--- src/rtl/aud_pkg.sv ---
// rtl/aud_pkg.sv - shared audio constants and player state encoding
package aud_pkg;

    localparam int ADDR_W = 20;
    localparam int DATA_W = 16;
    localparam logic [ADDR_W-1:0] MAX_ADDR = 20'd1024000;

    typedef enum logic [2:0] {
        S_IDLE   = 3'd0,
        S_WAIT   = 3'd1,
        S_SHIFT  = 3'd2,
        S_HOLD   = 3'd3,
        S_PAUSE  = 3'd4,
        S_FINISH = 3'd5
    } aud_state_e;

endpackage

--- src/rtl/aud_player_if.sv ---
// rtl/aud_player_if.sv - SRAM read port and codec DAC lines of the playback engine
interface aud_player_if import aud_pkg::*; #(
    parameter int ADDR_W = aud_pkg::ADDR_W,
    parameter int DATA_W = aud_pkg::DATA_W
);
    logic [ADDR_W-1:0] o_address;
    logic [DATA_W-1:0] i_sram_data;
    logic              i_lrc;
    logic              o_dac_data;

    modport master (output o_address, output o_dac_data, input i_sram_data, input i_lrc);
    modport slave  (input o_address, input o_dac_data, output i_sram_data, output i_lrc);
endinterface

--- src/rtl/aud_ser.sv ---
// rtl/aud_ser.sv - MSB-first PISO for one sample with a bit counter
module aud_ser import aud_pkg::*; #(
    parameter int DATA_W = aud_pkg::DATA_W
) (
    input  logic              i_clk,
    input  logic              i_rst_n,
    input  logic              i_load,
    input  logic              i_shift,
    input  logic [DATA_W-1:0] i_data,
    output logic              o_bit,
    output logic              o_done
);
    localparam int CNT_W = $clog2(DATA_W) + 1;

    logic [DATA_W-1:0] sr_q, sr_d;
    logic [CNT_W-1:0]  cnt_q, cnt_d;

    always_comb begin
        sr_d  = sr_q;
        cnt_d = cnt_q;
        if (i_load) begin
            sr_d  = i_data;
            cnt_d = CNT_W'(1);
        end else if (i_shift) begin
            sr_d  = sr_q << 1;
            cnt_d = cnt_q + CNT_W'(1);
        end
    end

    // o_bit is the value to register onto DACDAT this edge: the MSB on load, then each following bit
    assign o_bit  = i_load ? i_data[DATA_W-1] : sr_q[DATA_W-2];
    assign o_done = (cnt_q == CNT_W'(DATA_W));

    always_ff @(negedge i_clk or negedge i_rst_n) begin
        if (!i_rst_n) begin
            sr_q  <= '0;
            cnt_q <= '0;
        end else begin
            sr_q  <= sr_d;
            cnt_q <= cnt_d;
        end
    end
endmodule

--- src/rtl/aud_player.sv ---
// rtl/aud_player.sv - I2S playback engine: SRAM walk, left-slot serialisation, pause/stop/slow-motion
module aud_player import aud_pkg::*; #(
    parameter int ADDR_W = aud_pkg::ADDR_W,
    parameter int DATA_W = aud_pkg::DATA_W,
    parameter int REP_W  = 3
) (
    input  logic              i_clk,
    input  logic              i_rst_n,
    input  logic              i_start,
    input  logic              i_pause,
    input  logic              i_stop,
    input  logic [ADDR_W-1:0] i_end_addr,
    input  logic [REP_W-1:0]  i_slow,
    aud_player_if.master      bus,
    output logic              o_playing,
    output logic              o_finish
);
    aud_state_e        state_q, state_d;
    logic [ADDR_W-1:0] addr_q, addr_d, end_q, end_d;
    logic [REP_W-1:0]  rep_q, rep_d, slow_q, slow_d;
    logic              dac_q, dac_d, lrc_q, pend_q, pend_d;
    logic              fe, active, ser_load, ser_shift, ser_bit, ser_done;

    assign fe     = lrc_q & ~bus.i_lrc;
    assign active = (state_q == S_WAIT) || (state_q == S_SHIFT) ||
                    (state_q == S_HOLD) || (state_q == S_PAUSE);

    aud_ser #(.DATA_W(DATA_W)) u_ser (
        .i_clk   (i_clk),
        .i_rst_n (i_rst_n),
        .i_load  (ser_load),
        .i_shift (ser_shift),
        .i_data  (bus.i_sram_data),
        .o_bit   (ser_bit),
        .o_done  (ser_done)
    );

    always_comb begin
        state_d   = state_q;
        addr_d    = addr_q;
        end_d     = end_q;
        rep_d     = rep_q;
        slow_d    = slow_q;
        dac_d     = dac_q;
        pend_d    = pend_q;
        ser_load  = 1'b0;
        ser_shift = 1'b0;
        if (active && i_stop) begin
            state_d = S_FINISH;
            dac_d   = 1'b0;
            pend_d  = 1'b0;
        end else begin
            case (state_q)
                S_IDLE: begin
                    dac_d = 1'b0;
                    if (i_start) begin
                        state_d = S_WAIT;
                        addr_d  = '0;
                        rep_d   = '0;
                        end_d   = i_end_addr;
                        slow_d  = i_slow;
                        pend_d  = 1'b0;
                    end
                end
                S_WAIT: begin
                    dac_d = 1'b0;
                    if (i_pause) pend_d = 1'b1;
                    if (fe) begin
                        ser_load = 1'b1;
                        dac_d    = ser_bit;
                        state_d  = S_SHIFT;
                    end
                end
                S_SHIFT: begin
                    if (i_pause) pend_d = 1'b1;
                    if (ser_done) begin
                        dac_d   = 1'b0;
                        state_d = S_HOLD;
                    end else begin
                        ser_shift = 1'b1;
                        dac_d     = ser_bit;
                    end
                end
                S_HOLD: begin
                    // Frame boundary: advance repeat/address, then honour a pending pause
                    dac_d = 1'b0;
                    if (rep_q != slow_q) begin
                        rep_d = rep_q + REP_W'(1);
                    end else if (addr_q != end_q) begin
                        addr_d = addr_q + ADDR_W'(1);
                        rep_d  = '0;
                    end
                    if ((rep_q == slow_q) && (addr_q == end_q)) begin
                        state_d = S_FINISH;
                    end else if (pend_q || i_pause) begin
                        state_d = S_PAUSE;
                        pend_d  = 1'b0;
                    end else begin
                        state_d = S_WAIT;
                    end
                end
                S_PAUSE: begin
                    dac_d = 1'b0;
                    if (i_pause) state_d = S_WAIT;
                end
                S_FINISH: begin
                    dac_d   = 1'b0;
                    addr_d  = '0;
                    state_d = S_IDLE;
                end
                default: state_d = S_IDLE;
            endcase
        end
    end

    always_ff @(negedge i_clk or negedge i_rst_n) begin
        if (!i_rst_n) begin
            state_q <= S_IDLE;
            addr_q  <= '0;
            end_q   <= '0;
            rep_q   <= '0;
            slow_q  <= '0;
            dac_q   <= 1'b0;
            lrc_q   <= 1'b1;
            pend_q  <= 1'b0;
        end else begin
            state_q <= state_d;
            addr_q  <= addr_d;
            end_q   <= end_d;
            rep_q   <= rep_d;
            slow_q  <= slow_d;
            dac_q   <= dac_d;
            lrc_q   <= bus.i_lrc;
            pend_q  <= pend_d;
        end
    end

    assign bus.o_address  = addr_q;
    assign bus.o_dac_data = dac_q;
    assign o_playing      = (state_q == S_WAIT) || (state_q == S_SHIFT) || (state_q == S_HOLD);
    assign o_finish       = (state_q == S_FINISH);
endmodule

--- src/flat_wrapper.sv ---
// flat-port wrapper written by rule: the top's interface ports become plain ports
module aud_player_flat import aud_pkg::*;
#(
    parameter int ADDR_W = aud_pkg::ADDR_W,
    parameter int DATA_W = aud_pkg::DATA_W,
    parameter int REP_W  = 3
)
  (i_clk, i_rst_n, i_start, i_pause, i_stop, i_end_addr, i_slow, o_playing, o_finish, bus_o_address, bus_o_dac_data, bus_i_sram_data, bus_i_lrc);
  aud_player_if #(.ADDR_W(ADDR_W), .DATA_W(DATA_W)) bus_i ();
  input  logic i_clk;
  input  logic i_rst_n;
  input  logic i_start;
  input  logic i_pause;
  input  logic i_stop;
  input  logic [ADDR_W-1:0] i_end_addr;
  input  logic [REP_W-1:0] i_slow;
  output logic o_playing;
  output logic o_finish;
  output wire logic [$bits(bus_i.o_address)-1:0] bus_o_address;
  output wire logic [$bits(bus_i.o_dac_data)-1:0] bus_o_dac_data;
  input wire logic [$bits(bus_i.i_sram_data)-1:0] bus_i_sram_data;
  input wire logic [$bits(bus_i.i_lrc)-1:0] bus_i_lrc;
  assign bus_o_address = bus_i.o_address;
  assign bus_o_dac_data = bus_i.o_dac_data;
  assign bus_i.i_sram_data = bus_i_sram_data;
  assign bus_i.i_lrc = bus_i_lrc;
  aud_player #(.ADDR_W(ADDR_W), .DATA_W(DATA_W), .REP_W(REP_W)) u_core (.i_clk(i_clk), .i_rst_n(i_rst_n), .i_start(i_start), .i_pause(i_pause), .i_stop(i_stop), .i_end_addr(i_end_addr), .i_slow(i_slow), .bus(bus_i), .o_playing(o_playing), .o_finish(o_finish));
endmodule
--- config.mk ---
export PLATFORM = sky130hd
export DESIGN_NAME = aud_player_flat
export DESIGN_NICKNAME = d
export VERILOG_FILES = /design/src/rtl/aud_pkg.sv /design/src/rtl/aud_player_if.sv /design/src/rtl/aud_ser.sv /design/src/rtl/aud_player.sv /design/src/flat_wrapper.sv
export SDC_FILE = /design/constraint.sdc
export NUM_CORES = 1
export LEC_CHECK = 0
export BUFFER_PORTS_ARGS = -buffer_cell sky130_fd_sc_hd__buf_2
export CORE_UTILIZATION = 47
export CTS_BUF_LIST = sky130_fd_sc_hd__clkbuf_8
export DETAILED_ROUTE_END_ITERATION = 16
export PLACE_DENSITY = 0.69
export SLEW_MARGIN = 30
export SYNTH_ARGS = -nofsm -noshare
export SYNTH_HDL_FRONTEND = slang
export SYNTH_SLANG_ARGS = --single-unit
--- constraint.sdc ---
create_clock -name i_clk -period 4.3 [get_ports i_clk]
set_clock_uncertainty 0.05 [all_clocks]
set_input_delay 0.86 -clock i_clk [delete_from_list [all_inputs] [get_ports i_clk]]
set_output_delay 0.86 -clock i_clk [all_outputs]
set_load 0.05 [all_outputs]
Word level (Yosys, flattened, before mapping)
Cells that the tools add are included.
{"block": "op_classes", "muxes": 37, "shifts": 0, "n_div": 0, "mul": 0, "bitwise": 3, "n_addsub": 3, "n_reduce_logical": 19, "n_lt_le_gt_ge": 0, "n_eq_ne": 21}
{"cell": "$mux 20", "n": 3}
{"cell": "$pmux 20 s3", "n": 1}
{"cell": "$mux 15", "n": 2}
{"cell": "$mux 3", "n": 10}
{"cell": "$add 20x1->20 const B", "n": 1}
{"cell": "$eq 20x20->1", "n": 1}
{"cell": "$ne 20x20->1", "n": 1}
{"cell": "$mux 1", "n": 15}
{"cell": "$pmux 3 s5", "n": 1}
{"cell": "$ne 3x3->1 const B", "n": 4}
{"cell": "$mux 5", "n": 2}
{"cell": "$reduce_and 5->1", "n": 2}
{"cell": "$ne 3x2->1 const B", "n": 3}
{"cell": "$reduce_and 4->1", "n": 2}
{"cell": "$reduce_bool 4->1", "n": 2}
{"cell": "$eq 3x2->1 const B", "n": 2}
{"cell": "$eq 3x3->1 const B", "n": 2}
{"cell": "$ne 2x2->1 const B", "n": 3}
{"cell": "$pmux 1 s3", "n": 2}
{"cell": "$pmux 3 s2", "n": 1}
{"cell": "$add 5x1->5 const B", "n": 1}
{"cell": "$eq 5x5->1 const B", "n": 1}
{"cell": "$logic_or 1x1->1", "n": 4}
{"cell": "$reduce_bool 2->1", "n": 2}
{"cell": "other kinds (13)", "n": 15}
{"block": "totals", "input_bits": 45, "latchBits": 0, "mem_bits_rw": 0, "ff_bits": 72, "output_inout_bits": 23, "memories": 0, "wordCells": 93, "rom_bits": 0}

Longest topological paths before layout
Gate-level depths: netlist (run 1).
{"block": "logic_depth", "word_depth": 10, "depth_mapped": 9, "ltp_nobuf": 7}

Modules after synthesis
From an unflattened synthesis (run 1), not the netlist that was laid out.
{"block": "unflattened", "hier_cells": 377, "hier_area_um2": 3886.2}
{"module": "aud_player", "instances": 1, "cells_per_inst": 285, "seq_area_each_um2": 1302.5, "area_each_um2": 2906.5}
{"module": "aud_ser", "instances": 1, "cells_per_inst": 92, "seq_area_each_um2": 500.5, "area_each_um2": 979.7}

==> out/qor.yml, run 1 <==
yosys:
  yosys_warnings: 0
  unique_cell_type_count_in_the_yosys_netlist: 49
  number_of_flops_mapped_to_enable_cells_by_yosys: 0
  synth_fp_nets: 426
  ys_seq_area_share_pct: 48.2
  yosys_register_bits: 72
  synth.cell_area_sq_um: 3740
  ys_dominant_reg_cell: "sky130_fd_sc_hd__dfrtn_1"
  post_synth_and_or_nand_nor_area_fraction_pct: 18.8
  async_reset_ff_share_pct: 100
  synth.area.mux_share_pct: 8.56
  syn-mean-instance-area_sq_um: 9.92
  postSynthCellCount: 377
  synth-compound-area-share_pct: 12.9
  main_combinational_cell_family_by_area_after_synthesis: "simple AND/OR/NAND/NOR gates"
  post_synth_fa_ha_maj_area_fraction_pct: 1.34
  share_of_the_synthesized_netlist_area_taken_by_xor_and_xnor_gates_pct: 6.56
final_layout:
  layout.filler_cells: 648
  fin_nets: 520
  syn_to_final_growth_pct: 27.2
  final_instance_count_excl_fillers: 578
  drive_above_1_share_pct: 33.2
  num_antenna_cells: 0
  finalCoreUtilization_pct: 61.6
min_path:
  whs_path_depth: 2
  min-delay-path-class: "register to register"
floorplanning:
  initial_core_util_pct: 48.4
  die-area_sq_um: 8320
  placementRows: 32
  core_sq_um: 7730
  pin_count: 68
  die-width_microns: 91.2
  fp.dieH_microns: 91.2
routing:
  routed_wl_microns: 8890
  drt_pre_antenna_iters: 4
  postRouteAntennaNets: 0
  routed_via_density: 5.50
  dr.first_iter.drc_count: 190
  vias: 3181
  wl_per_cell_microns: 15.4
  drc: 0
power:
  static-leakage-power_uw: 0.00228
  ir_worst_vdd_v: 0.000350
  p_int_uw: 1660
  portion_of_total_power_attributed_to_sequential_cells_pct: 42.1
  power.density_nw_per_um2: 521
  share_comb_of_total_power_pct: 31.6
  switching_share_pct: 33.0
  clockPowerShare_pct: 26.4
  power.switching_uw: 819
clocking:
  clk_root_buffer_cell: "sky130_fd_sc_hd__clkbuf_8"
  cts_made_buffers: 9
  tritoncts: "done"
  clkLatencyLatePin_ps: 380
  clock_sinks: 72
  cts.clk_slew.worst_paths_ps: 50
  cts.path.max_buffers: 2
  hold_buffers: 0
  level_count_of_the_clock_h_tree: 3
flow_run:
  cap_viol_max_count: 0
critical_path:
  critical_path_cell_by_cell: "nand2_2 -> nor2_4 -> buf_8"
  worstPathBufferInverterCount: 1
  max_stage_delay_ps: 490
  crit_path_max_fanout: 6
  startpoint_type: "register"
  worst-r2r-cell-count: 7
  path_depth: 3
  crit_type: "register to primary output"
  cp_slowest_cell: "sky130_fd_sc_hd__dfrtn_1"
  worstPathArrival_ps: 3360
  worst-endpoint-required_ps: 3390
  worst_path_dominant_cell_family: "flip-flops"
  endpoint_kind: "primary output"
placed_design:
  port_buffers: 67
  dpl_hpwl_microns: 6420
  dp_cells: 558
  globalplace.congestion: 0.914
  place_ws_ps: -264
grt:
  grt_max_degree: 30
  grt_pass1_wl_microns: 14900
  grt_remaining_overflow: 0
  antenna_found_initial: 0
  grt_pass1_vias: 3158
  grt_util_all_layers_pct: 23.0
sta:
  grt_setup_unrepaired: "yes"
  worst_slew_margin_rel_pct: 52.2
  slew_violations: 0
  timing.final.hold_violations: 0
  final.hold.worst_slack_ps: 375
  setup-tns-final_ps: 0
  final_setup_violating_endpoints: 0
  timing_worst_slew_pin_value_ps: 711
  fin_ws_ps: 28.4
run_status:
  result_of_the_run: "finished clean"
-- worst reg2reg max path: cells and delay by family (launching register included) --
family | cells | cell delay (ps)
flops | 1 | 540
simple gates | 2 | 960
mux | 1 | 120
compound gates | 2 | 290
xor+xnor | 1 | 170
buf+inv | 1 | 180
-- final timing paths --
path | slack, ps | startpoint | to
max in group asynchronous | 1100 | i_rst_n | u_core.end_q[0]
min reg2reg | 380 | u_core.u_ser.sr_q[1] | u_core.u_ser.sr_q[1]
min in group asynchronous | 2460 | i_rst_n | u_core.bus.o_address[7]
max reg2reg | 1840 | u_core.bus.o_address[0] | u_core.bus.o_address[15]
min | 380 | u_core.u_ser.sr_q[1] | u_core.u_ser.sr_q[1]
max | 30 | u_core.state_q[0] | o_finish
-- synth_stat cells, types with 5 or more instances --
cell,count,area (sq um)
sky130_fd_sc_hd__dfrtn_1,71,1780
sky130_fd_sc_hd__nor2_1,17,63.8
sky130_fd_sc_hd__nor4_1,5,31.3
sky130_fd_sc_hd__or4_1,10,75.1
sky130_fd_sc_hd__nand4_1,6,37.5
sky130_fd_sc_hd__mux2i_1,5,50.1
sky130_fd_sc_hd__nand3_1,18,90.1
sky130_fd_sc_hd__o211ai_1,8,60.1
sky130_fd_sc_hd__inv_1,9,33.8
sky130_fd_sc_hd__nor3_1,8,40.0
sky130_fd_sc_hd__mux2_2,24,270
sky130_fd_sc_hd__xor2_1,24,210
sky130_fd_sc_hd__a21oi_1,15,75.1
sky130_fd_sc_hd__buf_2,8,40.0
sky130_fd_sc_hd__a22oi_1,11,82.6
sky130_fd_sc_hd__clkbuf_1,12,45.0
sky130_fd_sc_hd__o21ai_0,15,75.1
sky130_fd_sc_hd__nand2_1,57,214
sky130_fd_sc_hd__and3_1,7,43.8
-- cell families (layout without fill, tap and decap cells) --
logic type / after synthesis / count (layout)
DFF: 72 / 72
muxes: 29 / 29
xor gates and xnor gates: 28 / 28
AOI/OAI and AO/OA: 71 / 71
and+or+nand+nor: 142 / 142
adders and majority gates: 4 / 4
buffers and inverters: 31 / 130
-- metrics by stage --
stage / total power [uW] / cell area [sq um]
after floorplan: 1560 / 3800
after global placement: 1770 / 4450
after detailed placement: 1790 / 4450
after CTS: 2470 / 4720
after global routing: 2630 / 4760
final: 2480 / 4760
-- timing repair --
item                       in CTS  in global routing
resized for setup               5                  5
pin swaps                       0                  1
setup endpoints to repair       2                  6
setup buffers                   2                  2
-- metal layers --
metal | GRT usage, % | wire [microns] | up-vias
met3 | 5.11 | 387 | 16
met4 | 8.60 | 167 | 0
met1 | 30.1 | 4100 | 1542
met5 | 0 | 0 | -
li1 | - | - | 1547
met2 | 37.4 | 4240 | 76
-- final cells by class --
type                       instances  area (sq um)  share of cell area [%]
tap                              102           128                    2.68
clock inverter                     8           124                    2.60
multi-input combinational        274          1860                    39.0
timing repair buffer             105           692                    14.5
sequential                        72          1800                    37.9
inverter                           8          30.0                   0.631
clock buffer                       9           124                    2.60
-- cells in the final DEF (no fill, tap or decap), types with 3 or more instances in the layout --
cell type	count
sky130_fd_sc_hd__inv_1	9
sky130_fd_sc_hd__clkbuf_8	9
sky130_fd_sc_hd__o21ai_0	14
sky130_fd_sc_hd__buf_4	34
sky130_fd_sc_hd__and3_1	7
sky130_fd_sc_hd__a22o_1	3
sky130_fd_sc_hd__xor2_1	24
sky130_fd_sc_hd__nand4_1	6
sky130_fd_sc_hd__xnor2_1	4
sky130_fd_sc_hd__nor3_1	6
sky130_fd_sc_hd__dfrtn_1	71
sky130_fd_sc_hd__nand2b_1	3
sky130_fd_sc_hd__o211ai_1	8
sky130_fd_sc_hd__nor4_1	5
sky130_fd_sc_hd__buf_2	63
sky130_fd_sc_hd__buf_12	4
sky130_fd_sc_hd__a2111o_1	3
sky130_fd_sc_hd__a22oi_1	11
sky130_fd_sc_hd__mux2i_1	5
sky130_fd_sc_hd__nor2_1	15
sky130_fd_sc_hd__bufinv_16	3
sky130_fd_sc_hd__nand2_1	56
sky130_fd_sc_hd__ha_1	4
sky130_fd_sc_hd__a21oi_1	13
sky130_fd_sc_hd__o31ai_1	4
sky130_fd_sc_hd__mux2_2	24
sky130_fd_sc_hd__nand3_1	18
sky130_fd_sc_hd__or4_1	10
-- power by group through the flow --
stage          registers (uW)  clock network (uW)  logic (uW)
2_1_floorplan            1010                2.91         547
3_3_place_gp             1050                2.91         715
3_5_place_dp             1050                2.91         737
4_1_cts                  1050                 666         757
5_1_grt                  1070                 693         871
6_report                 1040                 653         783
-- registers in the layout, indices dropped and copies added (netlist names) --
register	count
u_core.pend_q	1
u_core.bus.o_address	20
u_core.u_ser.sr_q	15
u_core.end_q	20
u_core.rep_q	3
u_core.u_ser.cnt_q	5
u_core.slow_q	3
u_core.lrc_q	1
u_core.bus.o_dac_data	1
u_core.state_q	3
(Power assumes the default switching activity.)
==> run 2: changes to the inputs <==
- CELL_PAD_IN_SITES_DETAIL_PLACEMENT: unset -> 2
- CELL_PAD_IN_SITES_GLOBAL_PLACEMENT: unset -> 2
- CORE_UTILIZATION: 47 -> 39
- PLACE_DENSITY: 0.69 -> unset
- PLACE_DENSITY_LB_ADDON: unset -> 0.1
==> run 2 against run 1 <==
Against the previous run: the run now ends with negative setup slack left; cell count increased by 4.2%; first-iteration DRC count decreased by 63%; register-to-register slack improved by 50 ps; setup slack got worse by 29 ps; final area decreased by 0.68%; non-clock buffer count decreased by 3; core utilization decreased by 11 points; critical path depth unchanged; critical path type unchanged.
==> out/qor.yml, run 2 (synthesis gave the netlist of run 1 again) <==
run_status:
  result_of_the_run: "finished, violations left"
  violations_in_the_final_reports: "negative setup slack"
critical_path:
  max_stage_delay_ps: 490  # about the same
  worst-endpoint-required_ps: 3390  # about the same
  crit_path_max_fanout: 4  # -2
  worstPathArrival_ps: 3390  # +30 ps
  startpoint_type: "register"
  endpoint_kind: "primary output"
  cp_slowest_cell: "sky130_fd_sc_hd__dfrtn_1"
  worst-r2r-cell-count: 5  # -2
  critical_path_cell_by_cell: "nand2_2 -> nor2_4 -> buf_6"
  crit_type: "register to primary output"
sta:
  setup-tns-final_ps: -1.03  # -1.03 ps
  final.hold.worst_slack_ps: 378  # +2.74 ps
  final_setup_violating_endpoints: 1  # +1
  timing.final.hold_violations: 0  # unchanged
  grt_setup_unrepaired: "yes"
  fin_ws_ps: -1.03  # -29.4 ps
  timing_worst_slew_pin_value_ps: 878  # +167 ps
  slew_violations: 0  # unchanged
  worst_slew_margin_rel_pct: 41.3  # -11 points
grt:
  grt_max_degree: 73  # +140%
  grt_remaining_overflow: 0  # unchanged
  grt_pass1_vias: 3662  # +16%
  grt_util_all_layers_pct: 25.3  # +2.3 points
  grt_pass1_wl_microns: 19100  # +28%
  antenna_found_initial: 0  # unchanged
floorplanning:
  initial_core_util_pct: 40.3  # -8.1 points
  die-width_microns: 99.9  # +9.6%
  fp.dieH_microns: 99.9  # +9.6%
  pin_count: 68  # unchanged
  core_sq_um: 9280  # +20%
  die-area_sq_um: 9990  # +20%
  placementRows: 35  # +9.4%
final_layout:
  num_antenna_cells: 0  # unchanged
  finalCoreUtilization_pct: 50.9  # -11 points
  syn_to_final_growth_pct: 26.3
  layout.cells.most_common: "sky130_fd_sc_hd__dfrtn_1"
  drive_above_1_share_pct: 32.6  # -0.64 points
  fin_nets: 517  # -0.58%
  most-common-layout-cells: "71 x sky130_fd_sc_hd__dfrtn_1, 62 x sky130_fd_sc_hd__buf_2, 56 x sky130_fd_sc_hd__nand2_1"
clocking:
  cts_made_buffers: 9  # unchanged
  level_count_of_the_clock_h_tree: 3  # unchanged
  clkLatencyLatePin_ps: 380  # about the same
  clk_root_buffer_cell: "sky130_fd_sc_hd__clkbuf_8"
  tritoncts: "done"
  cts.clk_slew.worst_paths_ps: 50  # about the same
  cts.path.max_buffers: 2  # unchanged
  clock_sinks: 72  # unchanged
  hold_buffers: 0  # unchanged
flow_run:
  cap_viol_max_count: 0  # unchanged
placed_design:
  port_buffers: 67  # unchanged
  globalplace.congestion: 0.787  # -14%
  dpl_hpwl_microns: 8180  # +27%
routing:
  routed_via_density: 5.50  # about the same
  drt_pre_antenna_iters: 4  # unchanged
  drc: 0  # unchanged
  wl_per_cell_microns: 19.8  # +29%
  dr.first_iter.drc_count: 70  # -63%
  postRouteAntennaNets: 0  # unchanged
  vias: 3311  # +4.1%
  routed_wl_microns: 11900  # +34%
power:
  power.density_nw_per_um2: 524  # +0.65%
  report.power.total_uw: 2480  # about the same
  ir_worst_vdd_v: 0.000328  # -6.5%
  static-leakage-power_uw: 0.00226  # -0.93%
min_path:
  min-delay-path-class: "register to register"
  whs_path_depth: 2  # unchanged
-- run 2: through the flow --
stage	std cells	area [sq um]	setup slack, ps
finish	602	4720	-1.03
floorplan	377	3800	-123
detailed placement	578	4430	-294
global placement	578	4430	-236
CTS	596	4660	-33.1
global route	602	4720	-42.0
-- run 2: area by class of cell --
type	count	area [sq um]
timing repair buffer	102	664
clock inverter	6	51.3
sequential	72	1800
tap	129	161
fill	1010	4560
clock buffer	11	151
multi-input combinational	274	1860
inverter	8	30.0
-- run 2: layer usage --
layer	global-route usage (%)	vias to the layer above	wire length [microns]
met5	0	-	0
met4	9.05	0	218
met3	3.97	19	338
met2	47.1	58	6380
met1	29.2	1696	4980
li1	-	1538	-
-- run 2: worst paths after layout --
check,start,endpoint,slack [ps]
min,u_core.u_ser.sr_q[11],u_core.u_ser.sr_q[11],380
max,u_core.state_q[0],o_finish,-1
min in group asynchronous,i_rst_n,u_core.end_q[10],2500
max reg2reg,u_core.bus.o_address[13],u_core.rep_q[0],1890
max in group asynchronous,i_rst_n,u_core.lrc_q,1230
min reg2reg,u_core.u_ser.sr_q[11],u_core.u_ser.sr_q[11],380
-- run 2: report_power, final --
group	switching (uW)	internal (uW)
registers	154	899
logic	463	386
clock network	279	296
total	896	1580
-- run 2: what timing repair did --
action,CTS,global route
resized for setup,6,5
setup buffers,2,6
pin swaps,0,3
endpoints found under the hold margin,0,0
setup endpoints to repair,5,6
-- run 2: critical path: cells and delay by family, from the launching register on --
kind	cells	cell delay, ps
buf+inv	1	170
simple gates	2	250
flops	1	490
